==> src/rtl/score_seg_scan.sv <==
`default_nettype none
// ============================================================================
// Module   : score_seg_scan
// Purpose  : Reads the 16-bit game score, converts it to four BCD digits with
//            a sequential double-dabble engine and time-multiplexes them onto
//            a 4-digit common-anode seven-segment display. Blinks while the
//            fail flag is asserted.
// Revision : 1.0  initial release
// ============================================================================
module score_seg_scan #(
    parameter int SCAN_DIV  = 100000,
    parameter int BLINK_DIV = 25000000
) (
    input  logic        clk,
    input  logic        rst,
    input  logic [15:0] score,
    input  logic        fail,
    output logic [6:0]  seg,
    output logic        dp,
    output logic [3:0]  AN
);

    // ------------------------------------------------------------------------
    // Constants
    // ------------------------------------------------------------------------
    localparam int SCAN_W  = (SCAN_DIV  > 2) ? $clog2(SCAN_DIV)  : 1;
    localparam int BLINK_W = (BLINK_DIV > 2) ? $clog2(BLINK_DIV) : 1;

    localparam logic [SCAN_W-1:0]  c_scan_last  = SCAN_W'(SCAN_DIV - 1);
    localparam logic [BLINK_W-1:0] c_blink_last = BLINK_W'(BLINK_DIV - 1);

    localparam logic [15:0] c_score_max = 16'd9999;

    localparam logic [1:0] c_idle  = 2'd0;
    localparam logic [1:0] c_shift = 2'd1;
    localparam logic [1:0] c_done  = 2'd2;

    localparam logic [6:0] c_seg_off = 7'h7F;
    localparam logic [3:0] c_an_off  = 4'hF;

    // Active-low {g,f,e,d,c,b,a} pattern for one BCD digit
    function automatic logic [6:0] seg_decode(input logic [3:0] digit);
        logic [6:0] pat;
        case (digit)
            4'd0:    pat = 7'h40;
            4'd1:    pat = 7'h79;
            4'd2:    pat = 7'h24;
            4'd3:    pat = 7'h30;
            4'd4:    pat = 7'h19;
            4'd5:    pat = 7'h12;
            4'd6:    pat = 7'h02;
            4'd7:    pat = 7'h78;
            4'd8:    pat = 7'h00;
            4'd9:    pat = 7'h10;
            default: pat = 7'h7F;
        endcase
        return pat;
    endfunction

    // ------------------------------------------------------------------------
    // Registers and wires
    // ------------------------------------------------------------------------
    logic [1:0]         r_state;
    logic [15:0]        r_score_q;
    logic [15:0]        r_bin;
    logic [15:0]        r_bcd;
    logic [3:0]         r_iter;
    logic [15:0]        r_disp;

    logic [SCAN_W-1:0]  r_scan_cnt;
    logic [1:0]         r_idx;
    logic [BLINK_W-1:0] r_blink_cnt;
    logic               r_phase;

    logic [15:0]        w_conv_in;
    logic [15:0]        w_bcd_adj;
    logic [6:0]         w_dig_seg [4];
    logic [3:0]         w_blank;
    logic               w_off;
    logic [6:0]         w_seg_next;
    logic [3:0]         w_an_next;
    logic               w_dp_next;

    // Scores above the four-digit range saturate to 9999
    assign w_conv_in = (score > c_score_max) ? c_score_max : score;

    // Double-dabble correction: each BCD nibble >= 5 gets +3 before the shift
    generate
        for (genvar i = 0; i < 4; i++) begin : g_adj
            assign w_bcd_adj[4*i +: 4] = (r_bcd[4*i +: 4] >= 4'd5)
                                         ? (r_bcd[4*i +: 4] + 4'd3)
                                         : r_bcd[4*i +: 4];
        end
    endgenerate

    // Segment pattern for every displayed digit
    generate
        for (genvar i = 0; i < 4; i++) begin : g_dec
            assign w_dig_seg[i] = seg_decode(r_disp[4*i +: 4]);
        end
    endgenerate

    // ------------------------------------------------------------------------
    // Conversion FSM: capture on score change, 16 shift iterations, then an
    // atomic load of all four digits into the display register
    // ------------------------------------------------------------------------
    always_ff @(posedge clk or posedge rst) begin
        if (rst) begin
            r_state   <= c_idle;
            r_score_q <= 16'd0;
            r_bin     <= 16'd0;
            r_bcd     <= 16'd0;
            r_iter    <= 4'd0;
            r_disp    <= 16'd0;
        end else begin
            case (r_state)
                c_idle: begin
                    if (score != r_score_q) begin
                        r_bin     <= w_conv_in;
                        r_score_q <= score;
                        r_bcd     <= 16'd0;
                        r_iter    <= 4'd0;
                        r_state   <= c_shift;
                    end
                end
                c_shift: begin
                    r_bcd  <= {w_bcd_adj[14:0], r_bin[15]};
                    r_bin  <= {r_bin[14:0], 1'b0};
                    r_iter <= r_iter + 4'd1;
                    if (r_iter == 4'd15) begin
                        r_state <= c_done;
                    end
                end
                c_done: begin
                    r_disp  <= r_bcd;
                    r_state <= c_idle;
                end
                default: begin
                    r_state <= c_idle;
                end
            endcase
        end
    end

    // Digit-slot timer and digit index
    always_ff @(posedge clk or posedge rst) begin
        if (rst) begin
            r_scan_cnt <= '0;
            r_idx      <= 2'd0;
        end else if (r_scan_cnt == c_scan_last) begin
            r_scan_cnt <= '0;
            r_idx      <= r_idx + 2'd1;
        end else begin
            r_scan_cnt <= r_scan_cnt + 1'b1;
        end
    end

    // Blink timer: runs only while fail is high, otherwise parked in the on phase
    always_ff @(posedge clk or posedge rst) begin
        if (rst) begin
            r_blink_cnt <= '0;
            r_phase     <= 1'b1;
        end else if (!fail) begin
            r_blink_cnt <= '0;
            r_phase     <= 1'b1;
        end else if (r_blink_cnt == c_blink_last) begin
            r_blink_cnt <= '0;
            r_phase     <= ~r_phase;
        end else begin
            r_blink_cnt <= r_blink_cnt + 1'b1;
        end
    end

    // Leading-zero blanking, blink masking and next output values
    always_comb begin
        w_blank    = 4'b0000;
        w_blank[3] = (r_disp[15:12] == 4'd0);
        w_blank[2] = w_blank[3] && (r_disp[11:8] == 4'd0);
        w_blank[1] = w_blank[2] && (r_disp[7:4]  == 4'd0);
        w_blank[0] = 1'b0;

        w_off      = fail && !r_phase;

        w_seg_next = w_dig_seg[r_idx];
        w_an_next  = ~(4'b0001 << r_idx);
        if (w_off || w_blank[r_idx]) begin
            w_seg_next = c_seg_off;
            w_an_next  = c_an_off;
        end

        w_dp_next  = !(fail && r_phase && (r_idx == 2'd0));
    end

    // Registered display drive
    always_ff @(posedge clk or posedge rst) begin
        if (rst) begin
            seg <= c_seg_off;
            AN  <= c_an_off;
            dp  <= 1'b1;
        end else begin
            seg <= w_seg_next;
            AN  <= w_an_next;
            dp  <= w_dp_next;
        end
    end

endmodule
`default_nettype wire

==> config.mk <==
export PLATFORM = sky130hd
export DESIGN_NAME = score_seg_scan
export DESIGN_NICKNAME = d
export VERILOG_FILES = /design/src/rtl/score_seg_scan.sv
export SDC_FILE = /design/constraint.sdc
export NUM_CORES = 1
export LEC_CHECK = 0
export ABC_CLOCK_PERIOD_IN_PS = 5500
export CAP_MARGIN = 20
export CORE_ASPECT_RATIO = 1.75
export CORE_MARGIN = 1.5
export CORE_UTILIZATION = 51
export CTS_BUF_LIST = sky130_fd_sc_hd__clkbuf_4
export CTS_CLUSTER_SIZE = 20
export DETAILED_ROUTE_END_ITERATION = 7
export PLACE_DENSITY_LB_ADDON = 0.2
export REMOVE_ABC_BUFFERS = 1
export SETUP_SLACK_MARGIN = 0.05
export SLEW_MARGIN = 20
export SYNTH_ARGS = -nofsm -noshare
export SYNTH_HDL_FRONTEND = slang
export SYNTH_SLANG_ARGS = --single-unit
==> constraint.sdc <==
create_clock -name clk -period 5.5 [get_ports clk]
set_input_delay 0.825 -clock clk [delete_from_list [all_inputs] [get_ports clk]]
set_output_delay 0.825 -clock clk [all_outputs]
set_load 0.1 [all_outputs]
==> results_dict.tcl, run 1 <==
set metrics [dict create \
    drv_slew 0 \
    ys_warn_count 0 \
    tightest_slew_ns 0.9685 \
    fin_util 0.5777 \
    final_area_um2 7513 \
    gr-total-overflow 0 \
    antenna_found_initial 1 \
    max_freq_mhz 326.4 \
    cts_buffer_depth 2 \
    final_cell_mix "114 x dfrtp_1, 64 x nand2_1, 57 x nor2_1" \
    yosys.area.top_type "dfrtp_1" \
    hpwl_mm 9.372 \
    clkTransAtPathRegs_ns 0.11 \
    cp-start-kind "primary input" \
    synth.avg_cell_area_um2 10.09 \
    syn_area_um2 6812 \
    cellPowerDensity_nw_per_um2 474.6 \
    clk_latency_ns 0.52 \
    cts_setup_buffers 0 \
    multiInputGateArea_um2 3386 \
    drc 0 \
    seqCellArea_um2 3194 \
    synth_edf_count 0 \
    grt_pass1_vias 4974 \
    ant_nets 0 \
    design.portCount 31 \
    htreeDepth 4 \
    first_iter_violations 198 \
    synth_ff_type "dfrtp_1" \
    layout-drive-gt1-share 0.1283 \
    total_power_mw 3.566 \
    die-area_um2 14090 \
    row_count 55 \
    dr_total_vias 4927 \
    nFillCells 1106 \
    setup_viol 0 \
    max-cap-violations 0 \
    min_path_type "reg2reg" \
    grt_pass1_wl_mm 22.90 \
    path_cells "clkdlybuf4s50_1, xor2_1, nor4_1, nand4_1, o21ai_2, buf_4, mux2_2" \
    postRouteWirelength_mm 13.14 \
    numCtsBuffers 17 \
    peakVddDrop_v 0.0002836 \
    chipHeight_um 155.9 \
    via_per_inst 5.593 \
    hold_depth 1 \
    outcome "finished, final reports clean" \
    reg2reg_depth 6 \
    place_congestion 0.8225 \
    synth.distinct_cells 54 \
    crit_type "in2reg" \
    async_reset_ff_frac 1.000 \
    critPathMaxStageDelay_ns 0.63 \
    endpoint_kind "flip-flop" \
    cts_tree "built" \
    core_area_um2 13010 \
    route.detailed.wl_per_inst_um 14.91 \
    cts_root_buffer "clkbuf_4" \
    synth_top_area_frac 0.4188 \
    placed_area_um2 7232 \
    grt_max_degree 65 \
    worst_ep_required_time_ns 5.90 \
    postCtsHoldBufs 0 \
    max_slew_margin 0.3523 \
    leakagePower_nw 3.343 \
    fin_crit_sh 0.5571 \
    finalSetupTns_ns 0 \
    critPathSlowestCell "o21ai_2" \
    synthCells 675 \
    fin_crit_ns 3.064 \
    cts.sinks 127 \
    layout_commonest_cell "dfrtp_1" \
    yosys-top-cells-area "dfrtp_1 42%, ha_1 6.4%, mux2_2 6.3%, xor2_1 5.3%, dfstp_2 5.0%" \
    initial_core_util 0.5237 \
    cts_resized 0 \
    grt_usage 0.2042 \
    syn2layout_area_growth_pct 10.30 \
    die_w_um 90.36 \
    finalHoldViolations 0 \
    io_buffers 30 \
    rsz0062_at_grt "false" \
    synth.yosys.seq_area_share 0.4690 \
    path_max_fanout 18 \
    drtPass1Iterations 5 \
    cp.arrival_ns 3.47 \
    skew_ns 0.01952 \
    fin_nets 750 \
    ys_seq_elements 127 \
]
-- Yosys cell counts, types with 2 or more instances --
cell type / count
dfrtp_1: 114
and3_1: 12
clkbuf_1: 27
a22o_1: 12
mux2_2: 38
o221ai_1: 6
nand4_1: 15
mux2i_1: 5
o21ai_0: 39
dfstp_2: 13
inv_1: 27
nor4_1: 7
xnor2_1: 22
or4b_1: 2
nand2_1: 64
o2bb2ai_1: 7
nor3b_1: 7
a311oi_1: 3
nand2b_1: 11
nand3_1: 23
o31a_1: 3
nor3_1: 8
o22ai_1: 2
nor2b_1: 6
o211ai_1: 4
buf_1: 2
o2111ai_1: 4
ha_1: 35
buf_2: 2
or3_1: 3
a21o_1: 2
nor2_1: 57
and4_1: 6
xor2_1: 41
a21oi_1: 27
-- logic make-up (layout without fill, tap and decap cells) --
group / Yosys count / count (layout) / synth area share
mux: 45 / 45 / 0.07513
flops: 127 / 127 / 0.4690
xor+xnor: 63 / 63 / 0.08101
other cells: 0 / 1 / 0
buf+inv: 60 / 94 / 0.03453
simple gates: 228 / 228 / 0.1653
compound gates: 117 / 117 / 0.1108
fa+ha+maj: 35 / 35 / 0.06429
-- flip-flops by register name (all words and copies together), names as in the netlist, 4 cells and up --
register and cells:
r_bcd 16, r_iter 4, r_score_q 16, seg 7
r_scan_cnt 17, r_bin 16, r_blink_cnt 25, r_disp 16
AN 4
-- report_power, final --
group | switching [mW] | total (mW) | internal, mW
Combinational | 0.795 | 1.44 | 0.640
Clock | 0.348 | 0.621 | 0.273
Sequential | 0.290 | 1.51 | 1.22
Total | 1.43 | 3.57 | 2.13
-- critical path: cells and delay by family --
kind / cells / cell delay [ns]
buffers and inverters: 2 / 0.82
and+or+nand+nor: 2 / 0.65
AOI/OAI and AO/OA: 1 / 0.63
muxes: 1 / 0.36
xor gates and xnor gates: 1 / 0.18
-- per-stage QoR --
step	cells	hold slack (ns)	setup WS (ns)
2_1_floorplan	643	0.4476	1.312
3_3_place_gp	848	0.4721	1.968
3_5_place_dp	848	0.4774	1.887
4_1_cts	880	0.4987	2.449
5_1_grt	881	0.5276	2.246
6_report	881	0.4908	2.436
-- area by class of cell --
class,count,area share
clock buffer,18,0.01799
multi-input combinational,488,0.4506
antenna,1,0.0003331
timing repair buffer,34,0.04396
tap,171,0.02848
sequential,127,0.4251
inverter,28,0.01432
clock inverter,14,0.01915
-- per-layer routing --
layer / GRT usage / routed length (um)
met5: 0 / 0
met4: 0.09070 / 308
met3: 0.04825 / 334
met2: 0.3709 / 7136
met1: 0.2250 / 5355
-- final timing paths --
kind | start | to | slack, ns
worst max-delay path | score[4] | r_bin[3] | 2.44
min in group asynchronous | rst | r_bin[0] | 0.88
max in group asynchronous | rst | r_disp[6] | 4.06
worst min register to register | r_scan_cnt[0] | r_scan_cnt[0] | 0.49
worst max register to register | r_score_q[2] | r_bin[3] | 2.84
worst min-delay path | r_scan_cnt[0] | r_scan_cnt[0] | 0.49
Note: power is estimated with default switching activity, not from simulation.
==> run 2: changes to the inputs <==
--- a/config.mk
+++ b/config.mk
@@ -5,7 +5,7 @@
 export SDC_FILE = /design/constraint.sdc
 export NUM_CORES = 1
 export LEC_CHECK = 0
-export ABC_CLOCK_PERIOD_IN_PS = 5500
+export ABC_CLOCK_PERIOD_IN_PS = 2800
 export CAP_MARGIN = 20
 export CORE_ASPECT_RATIO = 1.75
 export CORE_MARGIN = 1.5
==> constraint.sdc (replaced) <==
create_clock -name clk -period 2.8 [get_ports clk]
set_input_delay 0.42 -clock clk [delete_from_list [all_inputs] [get_ports clk]]
set_output_delay 0.42 -clock clk [all_outputs]
set_load 0.1 [all_outputs]
==> results_dict.tcl, run 2 (synthesized netlist as in run 1, its figures left out) <==
set metrics [dict create \
    cts_setup_buffers 0 \
    layout-drive-gt1-share 0.1550 \
    reg_top3 "r_blink_cnt (25), r_scan_cnt (17)" \
    leakagePower_nw 3.466 \
    drtPass1Iterations 4 \
    htreeDepth 4 \
    clockPowerShare 0.223 \
    clkTransAtPathRegs_ns 0.12 \
    place_congestion 0.8776 \
    final_cell_mix "114 x dfrtp_1, 64 x nand2_1, 57 x nor2_1" \
    fin_nets 758 \
    antenna_found_initial 0 \
    postRouteWirelength_mm 13.37 \
    largest_reg_flops 25 \
    dp.cells 856 \
    cts.sinks 127 \
    min_path_type "in2async" \
    endpoint_kind "flip-flop" \
    gr-total-overflow 0 \
    core_area_um2 13010 \
    drv_slew 0 \
    fin_cells 887 \
    grt_pass1_vias 5123 \
    design.portCount 31 \
    cts_tree "built" \
    clk_latency_ns 0.53 \
    layout_commonest_cell "dfrtp_1" \
    comb_power_share 0.382 \
    finalHoldViolations 0 \
    tightest_slew_ns 0.7794 \
    initial_core_util 0.5237 \
    worst_ep_required_time_ns 3.20 \
    drc 0 \
    peakVddDrop_v 0.0004812 \
    grt_pass1_wl_mm 23.05 \
    io_buffers 30 \
    dr_total_vias 4990 \
    outcome "finished, final reports clean" \
    cts_resized 0 \
    cts_buffer_depth 2 \
    power_frac_seq 0.395 \
    cp.arrival_ns 2.76 \
    chipHeight_um 155.9 \
    row_count 55 \
    grt_usage 0.2043 \
    syn2layout_area_growth_pct 13.08 \
    skew_ns 0.02158 \
    max_freq_mhz 424.9 \
    cts_root_buffer "clkbuf_4" \
    antenna_cells 0 \
    ant_nets 0 \
    rsz0062_at_grt "false" \
    hpwl_mm 9.589 \
    p_sw_frac 0.3792 \
    die_w_um 90.36 \
    crit_type "reg2reg" \
    via_per_inst 5.626 \
    path_max_fanout 4 \
    postCtsHoldBufs 0 \
    route.detailed.wl_per_inst_um 15.07 \
    numCtsBuffers 17 \
    fin_crit_sh 0.8406 \
    p_int_mw 4.653 \
    setup_viol 0 \
    die-area_um2 14090 \
    regMostFlops "r_blink_cnt" \
    fin_crit_ns 2.354 \
    cellPowerDensity_nw_per_um2 973.1 \
    cp-start-kind "flip-flop" \
    fin_util 0.5922 \
    first_iter_violations 232 \
    p_sw_mw 2.842 \
    max-cap-violations 0 \
    grt_max_degree 56 \
    max_slew_margin 0.4791 \
]
==> run 2: cell type report <==
class                   instances  area (um^2)
multi-input cells             488         3386
fillers                      1072         5304
repair buffers                 42        410.4
inverters                      28        107.6
clock buffers                  17        127.6
well taps                     171        214.0
clock inverters                14        262.8
flip-flops and latches        127         3194
==> run 2: worst paths after layout <==
kind	cells past startpoint	endpoint	slack, ns	startpoint
setup / recovery	5	r_idx[1]	0.45	r_scan_cnt[12]
hold / removal	2	r_score_q[4]	0.29	rst
setup reg to reg	5	r_idx[1]	0.45	r_scan_cnt[12]
hold reg to reg	1	r_scan_cnt[0]	0.49	r_scan_cnt[0]
max in group asynchronous	3	dp	1.77	rst
min in group clk	1	r_scan_cnt[0]	0.49	r_scan_cnt[0]
==> run 2: power groups by stage <==
stage,sequential [mW],combinational [mW],clock [mW]
after global placement,2.95,2.75,0
after global routing,3.04,3.18,1.79
after detailed placement,2.99,2.85,0
after CTS,2.95,2.87,1.71
final,2.96,2.86,1.67
after floorplan,3.18,1.91,0
==> run 2: stage by stage <==
| step | hold slack (ns) | TNS, ns | setup slack [ns] | instance area (um^2) | power [mW] |
|---|---|---|---|---|---|
| 4_1_cts | 0.2676 | 0 | 0.4405 | 7702 | 7.533 |
| 5_1_grt | 0.2924 | 0 | 0.3223 | 7702 | 8.012 |
| 3_3_place_gp | 0.4659 | 0 | 0.2092 | 7312 | 5.701 |
| 6_report | 0.2903 | 0 | 0.4464 | 7702 | 7.495 |
| 3_5_place_dp | 0.4711 | 0 | 0.1742 | 7312 | 5.843 |
| 2_1_floorplan | 0.4476 | -114.22 | -0.9828 | 6681 | 5.094 |
==> run 2: worst max-delay path: stages, from the launching register on <==
cell and delay, ns:
dfrtp_1 0.44, or4b_1 0.54, or4b_1 0.52, nor4_1 0.16, and3_2 0.25, mux2_1 0.34
==> run 2: metal layers <==
| layer | global-route usage | wire [um] | vias to the layer above |
|---|---|---|---|
| met3 | 0.04727 | 362 | 48 |
| met1 | 0.2218 | 5398 | 2424 |
| met4 | 0.1255 | 678 | 0 |
| li1 | - | - | 2417 |
| met2 | 0.3586 | 6925 | 101 |
| met5 | 0 | 0 | - |
